[config.mk]
export PLATFORM = sky130hd
export DESIGN_NAME = ocp_mem_arb_flat
export DESIGN_NICKNAME = d
export VERILOG_FILES = /design/src/rtl/ocp_mem_arb_if.sv /design/src/rtl/ocp_mem_arb.sv /design/src/flat_wrapper.sv
export SDC_FILE = /design/constraint.sdc
export NUM_CORES = 1
export LEC_CHECK = 0
export BUFFER_PORTS_ARGS = -buffer_cell sky130_fd_sc_hd__buf_4
export CORE_AREA = 2 2 125 127
export DETAILED_ROUTE_END_ITERATION = 10
export DIE_AREA = 0 0 127 129
export MAX_ROUTING_LAYER = met4
export PLACE_DENSITY = 0.43
export SKIP_LAST_GASP = 1
export SYNTH_ARGS = -nofsm -noshare
export SYNTH_HDL_FRONTEND = slang
export SYNTH_SLANG_ARGS = --single-unit
[constraint.sdc]
create_clock -name clk -period 3.3 [get_ports clk]
set_input_delay 0.825 -clock clk [delete_from_list [all_inputs] [get_ports clk]]
set_output_delay 0.825 -clock clk [all_outputs]
set_load 0.02 [all_outputs]
[src/rtl/ocp_mem_arb_if.sv]
// One OCP link: master-side command signals and slave-side accept/response.
// The arbiter faces each CPU port with the slave modport and the memory with the master modport.
interface ocp_mem_arb_if #(
    parameter int ADDR_W = 32,
    parameter int DATA_W = 32,
    parameter int BEN_W  = 4
);
    logic [ADDR_W-1:0] MAddr;
    logic [2:0]        MCmd;
    logic [DATA_W-1:0] MData;
    logic [BEN_W-1:0]  MByteEn;
    logic              SCmdAccept;
    logic [DATA_W-1:0] SData;
    logic [1:0]        SResp;

    modport master (
        output MAddr, MCmd, MData, MByteEn,
        input  SCmdAccept, SData, SResp
    );

    modport slave (
        input  MAddr, MCmd, MData, MByteEn,
        output SCmdAccept, SData, SResp
    );
endinterface

[src/rtl/ocp_mem_arb.sv]
// Round-robin arbiter sharing one single-outstanding OCP slave between the
// instruction-fetch port (m0) and the data port (m1), with a response watchdog.
module ocp_mem_arb #(
    parameter int ADDR_W  = 32,
    parameter int DATA_W  = 32,
    parameter int BEN_W   = 4,
    parameter int TIMEOUT = 16
) (
    input  logic          clk,
    input  logic          nrst,
    ocp_mem_arb_if.slave  m0,
    ocp_mem_arb_if.slave  m1,
    ocp_mem_arb_if.master s
);

    localparam logic [2:0] CMD_IDLE  = 3'b000;
    localparam logic [1:0] RESP_NULL = 2'b00;
    localparam logic [1:0] RESP_ERR  = 2'b11;

    localparam int CNT_W = (TIMEOUT > 0) ? $clog2(TIMEOUT + 1) : 1;
    localparam logic [CNT_W-1:0] CNT_LIMIT = CNT_W'(TIMEOUT);
    localparam bit WDOG_EN = (TIMEOUT != 0);

    typedef enum logic [1:0] {
        ST_ARB  = 2'b01,
        ST_WAIT = 2'b10
    } state_t;

    state_t           state, state_nxt;
    logic             prio, prio_nxt;
    logic             lock, lock_nxt;
    logic             lock_id, lock_id_nxt;
    logic             owner, owner_nxt;
    logic [CNT_W-1:0] cnt, cnt_nxt;

    logic              req0, req1, any_req, grant;
    logic [ADDR_W-1:0] fwd_addr;
    logic [2:0]        fwd_cmd;
    logic [DATA_W-1:0] fwd_data;
    logic [BEN_W-1:0]  fwd_ben;
    logic [1:0]        rsp_code;
    logic [DATA_W-1:0] rsp_data;
    logic              rsp_vld;

    // Watchdog counter holds at all-ones instead of wrapping back to zero.
    function automatic logic [CNT_W-1:0] sat_inc(input logic [CNT_W-1:0] v);
        return (v == {CNT_W{1'b1}}) ? v : v + CNT_W'(1);
    endfunction

    assign req0    = (m0.MCmd != CMD_IDLE);
    assign req1    = (m1.MCmd != CMD_IDLE);
    assign any_req = req0 | req1;

    // A locked grantee keeps the grant only while it is still requesting.
    always_comb begin
        if (lock && (lock_id ? req1 : req0)) begin
            grant = lock_id;
        end else if (req0 && req1) begin
            grant = prio;
        end else begin
            grant = req1;
        end
    end

    always_comb begin
        fwd_addr = '0;
        fwd_cmd  = CMD_IDLE;
        fwd_data = '0;
        fwd_ben  = '0;
        if (state == ST_ARB && any_req) begin
            fwd_addr = grant ? m1.MAddr   : m0.MAddr;
            fwd_cmd  = grant ? m1.MCmd    : m0.MCmd;
            fwd_data = grant ? m1.MData   : m0.MData;
            fwd_ben  = grant ? m1.MByteEn : m0.MByteEn;
        end
    end

    assign s.MAddr   = fwd_addr;
    assign s.MCmd    = fwd_cmd;
    assign s.MData   = fwd_data;
    assign s.MByteEn = fwd_ben;

    always_ff @(posedge clk or negedge nrst) begin
        if (!nrst) begin
            state   <= ST_ARB;
            prio    <= 1'b0;
            lock    <= 1'b0;
            lock_id <= 1'b0;
            owner   <= 1'b0;
            cnt     <= '0;
        end else begin
            state   <= state_nxt;
            prio    <= prio_nxt;
            lock    <= lock_nxt;
            lock_id <= lock_id_nxt;
            owner   <= owner_nxt;
            cnt     <= cnt_nxt;
        end
    end

    always_comb begin
        state_nxt     = state;
        prio_nxt      = prio;
        lock_nxt      = lock;
        lock_id_nxt   = lock_id;
        owner_nxt     = owner;
        cnt_nxt       = cnt;
        rsp_vld       = 1'b0;
        rsp_code      = RESP_NULL;
        rsp_data      = '0;
        m0.SCmdAccept = ~req0;
        m1.SCmdAccept = ~req1;
        unique case (state)
            ST_ARB: begin
                if (any_req) begin
                    if (s.SCmdAccept) begin
                        if (grant) begin
                            m1.SCmdAccept = 1'b1;
                        end else begin
                            m0.SCmdAccept = 1'b1;
                        end
                        owner_nxt = grant;
                        lock_nxt  = 1'b0;
                        cnt_nxt   = '0;
                        state_nxt = ST_WAIT;
                    end else begin
                        lock_nxt    = 1'b1;
                        lock_id_nxt = grant;
                    end
                end
            end
            ST_WAIT: begin
                if (s.SResp != RESP_NULL) begin
                    rsp_vld   = 1'b1;
                    rsp_code  = s.SResp;
                    rsp_data  = s.SData;
                    prio_nxt  = ~owner;
                    state_nxt = ST_ARB;
                end else if (WDOG_EN && cnt == CNT_LIMIT) begin
                    rsp_vld   = 1'b1;
                    rsp_code  = RESP_ERR;
                    prio_nxt  = ~owner;
                    state_nxt = ST_ARB;
                end else begin
                    cnt_nxt = sat_inc(cnt);
                end
            end
            default: begin
                state_nxt = ST_ARB;
            end
        endcase
    end

    // Only the owner of the outstanding transaction ever sees a response.
    always_comb begin
        m0.SResp = RESP_NULL;
        m0.SData = '0;
        m1.SResp = RESP_NULL;
        m1.SData = '0;
        if (rsp_vld) begin
            if (owner) begin
                m1.SResp = rsp_code;
                m1.SData = rsp_data;
            end else begin
                m0.SResp = rsp_code;
                m0.SData = rsp_data;
            end
        end
    end

endmodule

[src/flat_wrapper.sv]
// flat-port wrapper written by rule: the top's interface ports become plain ports
module ocp_mem_arb_flat 
#(
    parameter int ADDR_W  = 32,
    parameter int DATA_W  = 32,
    parameter int BEN_W   = 4,
    parameter int TIMEOUT = 16
)
  (clk, nrst, m0_MAddr, m0_MCmd, m0_MData, m0_MByteEn, m0_SCmdAccept, m0_SData, m0_SResp, m1_MAddr, m1_MCmd, m1_MData, m1_MByteEn, m1_SCmdAccept, m1_SData, m1_SResp, s_MAddr, s_MCmd, s_MData, s_MByteEn, s_SCmdAccept, s_SData, s_SResp);
  ocp_mem_arb_if #(.ADDR_W(ADDR_W), .DATA_W(DATA_W), .BEN_W(BEN_W)) m0_i ();
  ocp_mem_arb_if #(.ADDR_W(ADDR_W), .DATA_W(DATA_W), .BEN_W(BEN_W)) m1_i ();
  ocp_mem_arb_if #(.ADDR_W(ADDR_W), .DATA_W(DATA_W), .BEN_W(BEN_W)) s_i ();
  input  logic clk;
  input  logic nrst;
  input wire logic [$bits(m0_i.MAddr)-1:0] m0_MAddr;
  input wire logic [$bits(m0_i.MCmd)-1:0] m0_MCmd;
  input wire logic [$bits(m0_i.MData)-1:0] m0_MData;
  input wire logic [$bits(m0_i.MByteEn)-1:0] m0_MByteEn;
  output wire logic [$bits(m0_i.SCmdAccept)-1:0] m0_SCmdAccept;
  output wire logic [$bits(m0_i.SData)-1:0] m0_SData;
  output wire logic [$bits(m0_i.SResp)-1:0] m0_SResp;
  input wire logic [$bits(m1_i.MAddr)-1:0] m1_MAddr;
  input wire logic [$bits(m1_i.MCmd)-1:0] m1_MCmd;
  input wire logic [$bits(m1_i.MData)-1:0] m1_MData;
  input wire logic [$bits(m1_i.MByteEn)-1:0] m1_MByteEn;
  output wire logic [$bits(m1_i.SCmdAccept)-1:0] m1_SCmdAccept;
  output wire logic [$bits(m1_i.SData)-1:0] m1_SData;
  output wire logic [$bits(m1_i.SResp)-1:0] m1_SResp;
  output wire logic [$bits(s_i.MAddr)-1:0] s_MAddr;
  output wire logic [$bits(s_i.MCmd)-1:0] s_MCmd;
  output wire logic [$bits(s_i.MData)-1:0] s_MData;
  output wire logic [$bits(s_i.MByteEn)-1:0] s_MByteEn;
  input wire logic [$bits(s_i.SCmdAccept)-1:0] s_SCmdAccept;
  input wire logic [$bits(s_i.SData)-1:0] s_SData;
  input wire logic [$bits(s_i.SResp)-1:0] s_SResp;
  assign m0_i.MAddr = m0_MAddr;
  assign m0_i.MCmd = m0_MCmd;
  assign m0_i.MData = m0_MData;
  assign m0_i.MByteEn = m0_MByteEn;
  assign m0_SCmdAccept = m0_i.SCmdAccept;
  assign m0_SData = m0_i.SData;
  assign m0_SResp = m0_i.SResp;
  assign m1_i.MAddr = m1_MAddr;
  assign m1_i.MCmd = m1_MCmd;
  assign m1_i.MData = m1_MData;
  assign m1_i.MByteEn = m1_MByteEn;
  assign m1_SCmdAccept = m1_i.SCmdAccept;
  assign m1_SData = m1_i.SData;
  assign m1_SResp = m1_i.SResp;
  assign s_MAddr = s_i.MAddr;
  assign s_MCmd = s_i.MCmd;
  assign s_MData = s_i.MData;
  assign s_MByteEn = s_i.MByteEn;
  assign s_i.SCmdAccept = s_SCmdAccept;
  assign s_i.SData = s_SData;
  assign s_i.SResp = s_SResp;
  ocp_mem_arb #(.ADDR_W(ADDR_W), .DATA_W(DATA_W), .BEN_W(BEN_W), .TIMEOUT(TIMEOUT)) u_core (.clk(clk), .nrst(nrst), .m0(m0_i), .m1(m1_i), .s(s_i));
endmodule
==> results.toml <==
[floorplan]
std_cell_rows = 45
core_mm2 = 0.0150
die-height_um = 129
start_util_pct = 14.2
design.portCount = 320
die_w_um = 127
floorplan.die_area_mm2 = 0.0164

[sta]
portion_of_the_clock_cycle_consumed_by_the_worst_path_in_the_final_layout_pct = 96.1
maxClockFrequency_mhz = 315
fin_worst_skew_ns = 0.00157
timing.final.hold_violations = 0
drv_slew = 0
timing.max_slew.rel_slack_pct = 58.5
finalSetupTns_ns = 0
grt_setup_unrepaired = "false"
timing_worst_slew_pin_value_ns = 0.623
final.min_clock_period_ns = 3.17
whs_ns = 0.417
finalSetupViolations = 0

[placement]
gp_routability_congestion = 0.835
i_o_buffers = 319
place_inst = 865
place_area_mm2 = 0.00477
detailed_place_hpwl_mm = 10.9

[global_routing]
grt_pass1_vias = 3691
grt_max_degree = 73
grt_pass1_wl_mm = 19.0
grt_remaining_overflow = 0
antenna_found_initial = 0
track_usage_pct = 14.7

[worst_setup_path]
setup.reg_to_reg.worst_slack_ns = 1.47
crit_path_start = "m0_MCmd[2]"
dominant_delay_contributor_by_cell_family_on_the_critical_path = "buffers and inverters"
worst-setup-path-type = "in2out"
cpMaxStageDelayCell = "sky130_fd_sc_hd__or3_4"
rr_endpoint = "u_core.cnt[0]"
cp.arrival_ns = 2.35
crit_fanout = 31
worstPathBufferInverterCount = 3
crit_path_end = "s_MAddr[21]"
critical_path.max_stage_delay_ns = 0.43
levels_on_crit_path = 7
path_cells = "buf_4, or3_4, a21oi_4, buf_12, nand2_1, a21oi_1, buf_4"
critical_path_s_most_frequent_cell = "sky130_fd_sc_hd__buf_4"
endpoint_kind = "output port"
required_ns = 2.47
critical_path.startpoint_type = "input port"
timing.rr.start = "u_core.cnt[0]"
rr_worst_depth = 6

[routing]
routed_wire_length_mm = 13.0
route.met2.wl_mm = 7.15
wl_met1_mm = 4.51
routed_antenna_nets = 0
drt_first_iter_violations = 126
route.detailed.drc = 0
maxUsedRoutingLayer = "met4"
route.vias.total = 3659
detailed_routing_iteration_count_for_the_pre_antenna_repair_pass = 5
drt-wirelength-per-cell_um = 15.0
routed_via_density = 4.21
met3_routed_length_mm = 1.32

[finish]
post_route_cells_drive_above_1_share_pct = 50.7
instances_no_fill = 869
number_of_fill_cells_in_the_layout = 1670
multiInputGateArea_mm2 = 0.00172
finish.net_count = 864
layout-area-overhead-vs-synth_pct = 127
antenna-diode-count = 0
regArea_um2 = 277
final_util_pct = 32.4
final_instance_area_mm2 = 0.00485

[synthesis]
synth_largest_area_cell = "sky130_fd_sc_hd__nand2_1"
ys_seq_elements = 11
synth-edff-count = 0
main_combinational_cell_family_by_area_after_synthesis = "simple AND/OR/NAND/NOR gates"
synthesis.nets = 560
synth-warning-count = 0
synth_compound_area_share_pct = 20.5
yosysSeqAreaShare_pct = 13.0
proportion_of_synthesized_area_in_mux_cells_pct = 2.46
asyncSetResetFlopFracSynth_pct = 100
simple_logic_cell_fraction_of_the_synthesized_area_pct = 54.1
post_synth_most_frequent_cells = "143 x sky130_fd_sc_hd__nand2_1, 72 x sky130_fd_sc_hd__a21oi_1, 64 x sky130_fd_sc_hd__and2_1"
synth.cell_area_mm2 = 0.00213
ys_dominant_reg_cell = "sky130_fd_sc_hd__dfrtp_1"
synth_area_per_cell_um2 = 5.64
synth.area.top_cells = "sky130_fd_sc_hd__nand2_1 25%, sky130_fd_sc_hd__and2_1 19%, sky130_fd_sc_hd__a21oi_1 17%, sky130_fd_sc_hd__dfrtp_1 12%, sky130_fd_sc_hd__buf_2 5.2%"
postSynthCellCount = 378
yosys.area_share.adder_pct = 1.76
yosys.area.top_type_share_pct = 25.2
yosysMostFrequentCell = "sky130_fd_sc_hd__nand2_1"
synth_cell_types = 34
synth_xor_xnor_area_share_pct = 0.821

[clocking]
clk_transition_reported_paths_ns = 0.04
number_of_buffers_inserted_by_post_cts_setup_repair = 0
clock_latency_late_sink_ns = 0.24
clk_root_buffer_cell = "sky130_fd_sc_hd__clkbuf_16"
cts_max_level = 1
clock_tree_from_tritoncts = "yes"
clk_path_buf_depth = 2
cts.sink_count = 11
cts_buffers = 3
cts_resized = 0
cts_hold_buf = 0

[power_and_ir_drop]
power.internal_mw = 1.16
leakage_nw = 2.63
power.switching_mw = 1.26
powerDensity_mw_per_mm2 = 499
comb_power_share_pct = 83.1
switching_part_of_the_total_pct = 52.0
irDropWorstVdd_v = 0.000285
share_seq_of_total_power_pct = 7.8
power_frac_clock_pct = 9.1

[run_status]
status = "complete, no violations"

[flow_run]
cap_viol_max_count = 0

[min_path]
min-delay-path-class = "in2async"
worst register-to-register path, cell delays in order (launching register included):
cell                      delay (ns)
sky130_fd_sc_hd__dfrtp_1        0.40
sky130_fd_sc_hd__ha_1           0.22
sky130_fd_sc_hd__and3_1         0.19
sky130_fd_sc_hd__ha_1           0.26
sky130_fd_sc_hd__nor3_2         0.22
sky130_fd_sc_hd__nor2_1         0.11
sky130_fd_sc_hd__mux2_2         0.31
worst min path at each step:
stage | startpoint | slack (ns) | end | depth (start not counted)
6_report | nrst | 0.42 | u_core.cnt[4] | 1
5_1_grt | nrst | 0.42 | u_core.cnt[4] | 1
4_1_cts | nrst | 0.42 | u_core.cnt[4] | 1
3_5_place_dp | u_core.lock_id | 0.48 | u_core.lock_id | 2
3_3_place_gp | u_core.lock_id | 0.48 | u_core.lock_id | 2
2_1_floorplan | u_core.lock_id | 0.47 | u_core.lock_id | 2
registers in the layout, indices dropped and copies added, names as in the netlist:
register and flops:
u_core.owner 1, u_core.prio 1, u_core.lock_id 1, u_core.state 2, u_core.cnt 5, u_core.lock 1
per-layer routing:
layer  up-vias  GRT usage (%)
li1       1819              -
met1      1632           15.2
met2       201           29.0
met3         7           3.83
met4         0           1.16
met5         -              -
power groups by stage:
stage                     clock, mW  combinational, mW  sequential, mW
after global placement            0               2.03           0.190
after detailed placement          0               2.03           0.192
after CTS                     0.223               2.04           0.190
after global routing          0.229               2.19           0.192
final                         0.220               2.01           0.189
after floorplan                   0               1.14           0.182
cell families (layout without fill, tap and decap cells):
logic type,after synthesis,count (layout)
AND/OR/NAND/NOR,239,239
AO/OA/AOI/OAI,83,83
flip-flops,11,11
buffers and inverters,35,338
adder cells (fa/ha/maj),3,3
multiplexers,5,5
XOR/XNOR,2,2
cell usage in the layout, fill, tap and decap left out, drive strengths merged, types with 2 or more instances in the layout:
master and instances:
buf 328, nand2 143, a21oi 73, and2 64, nor2 13, dfrtp 10, nor3 7, inv 6
o21ai 5, clkbuf 4, mux2i 3, ha 3, a22oi 2, mux2 2, xnor2 2, or3 2
nor4b 2, o31ai 2
layout make-up:
| class | count | area share [%] |
|---|---|---|
| Inverter | 6 | 0.465 |
| Sequential cell | 11 | 5.70 |
| Timing Repair Buffer | 328 | 51.8 |
| Tap cell | 188 | 4.85 |
| Multi-Input combinational cell | 332 | 35.5 |
| Clock buffer | 4 | 1.63 |
through the flow:
| stage | power (mW) | worst slack (ns) |
|---|---|---|
| after floorplan | 1.32 | 0.410 |
| after global placement | 2.22 | 0.139 |
| after detailed placement | 2.23 | 0.123 |
| after CTS | 2.45 | 0.123 |
| after global routing | 2.61 | 0.0598 |
| final | 2.42 | 0.128 |
(Power assumes the default switching activity.)
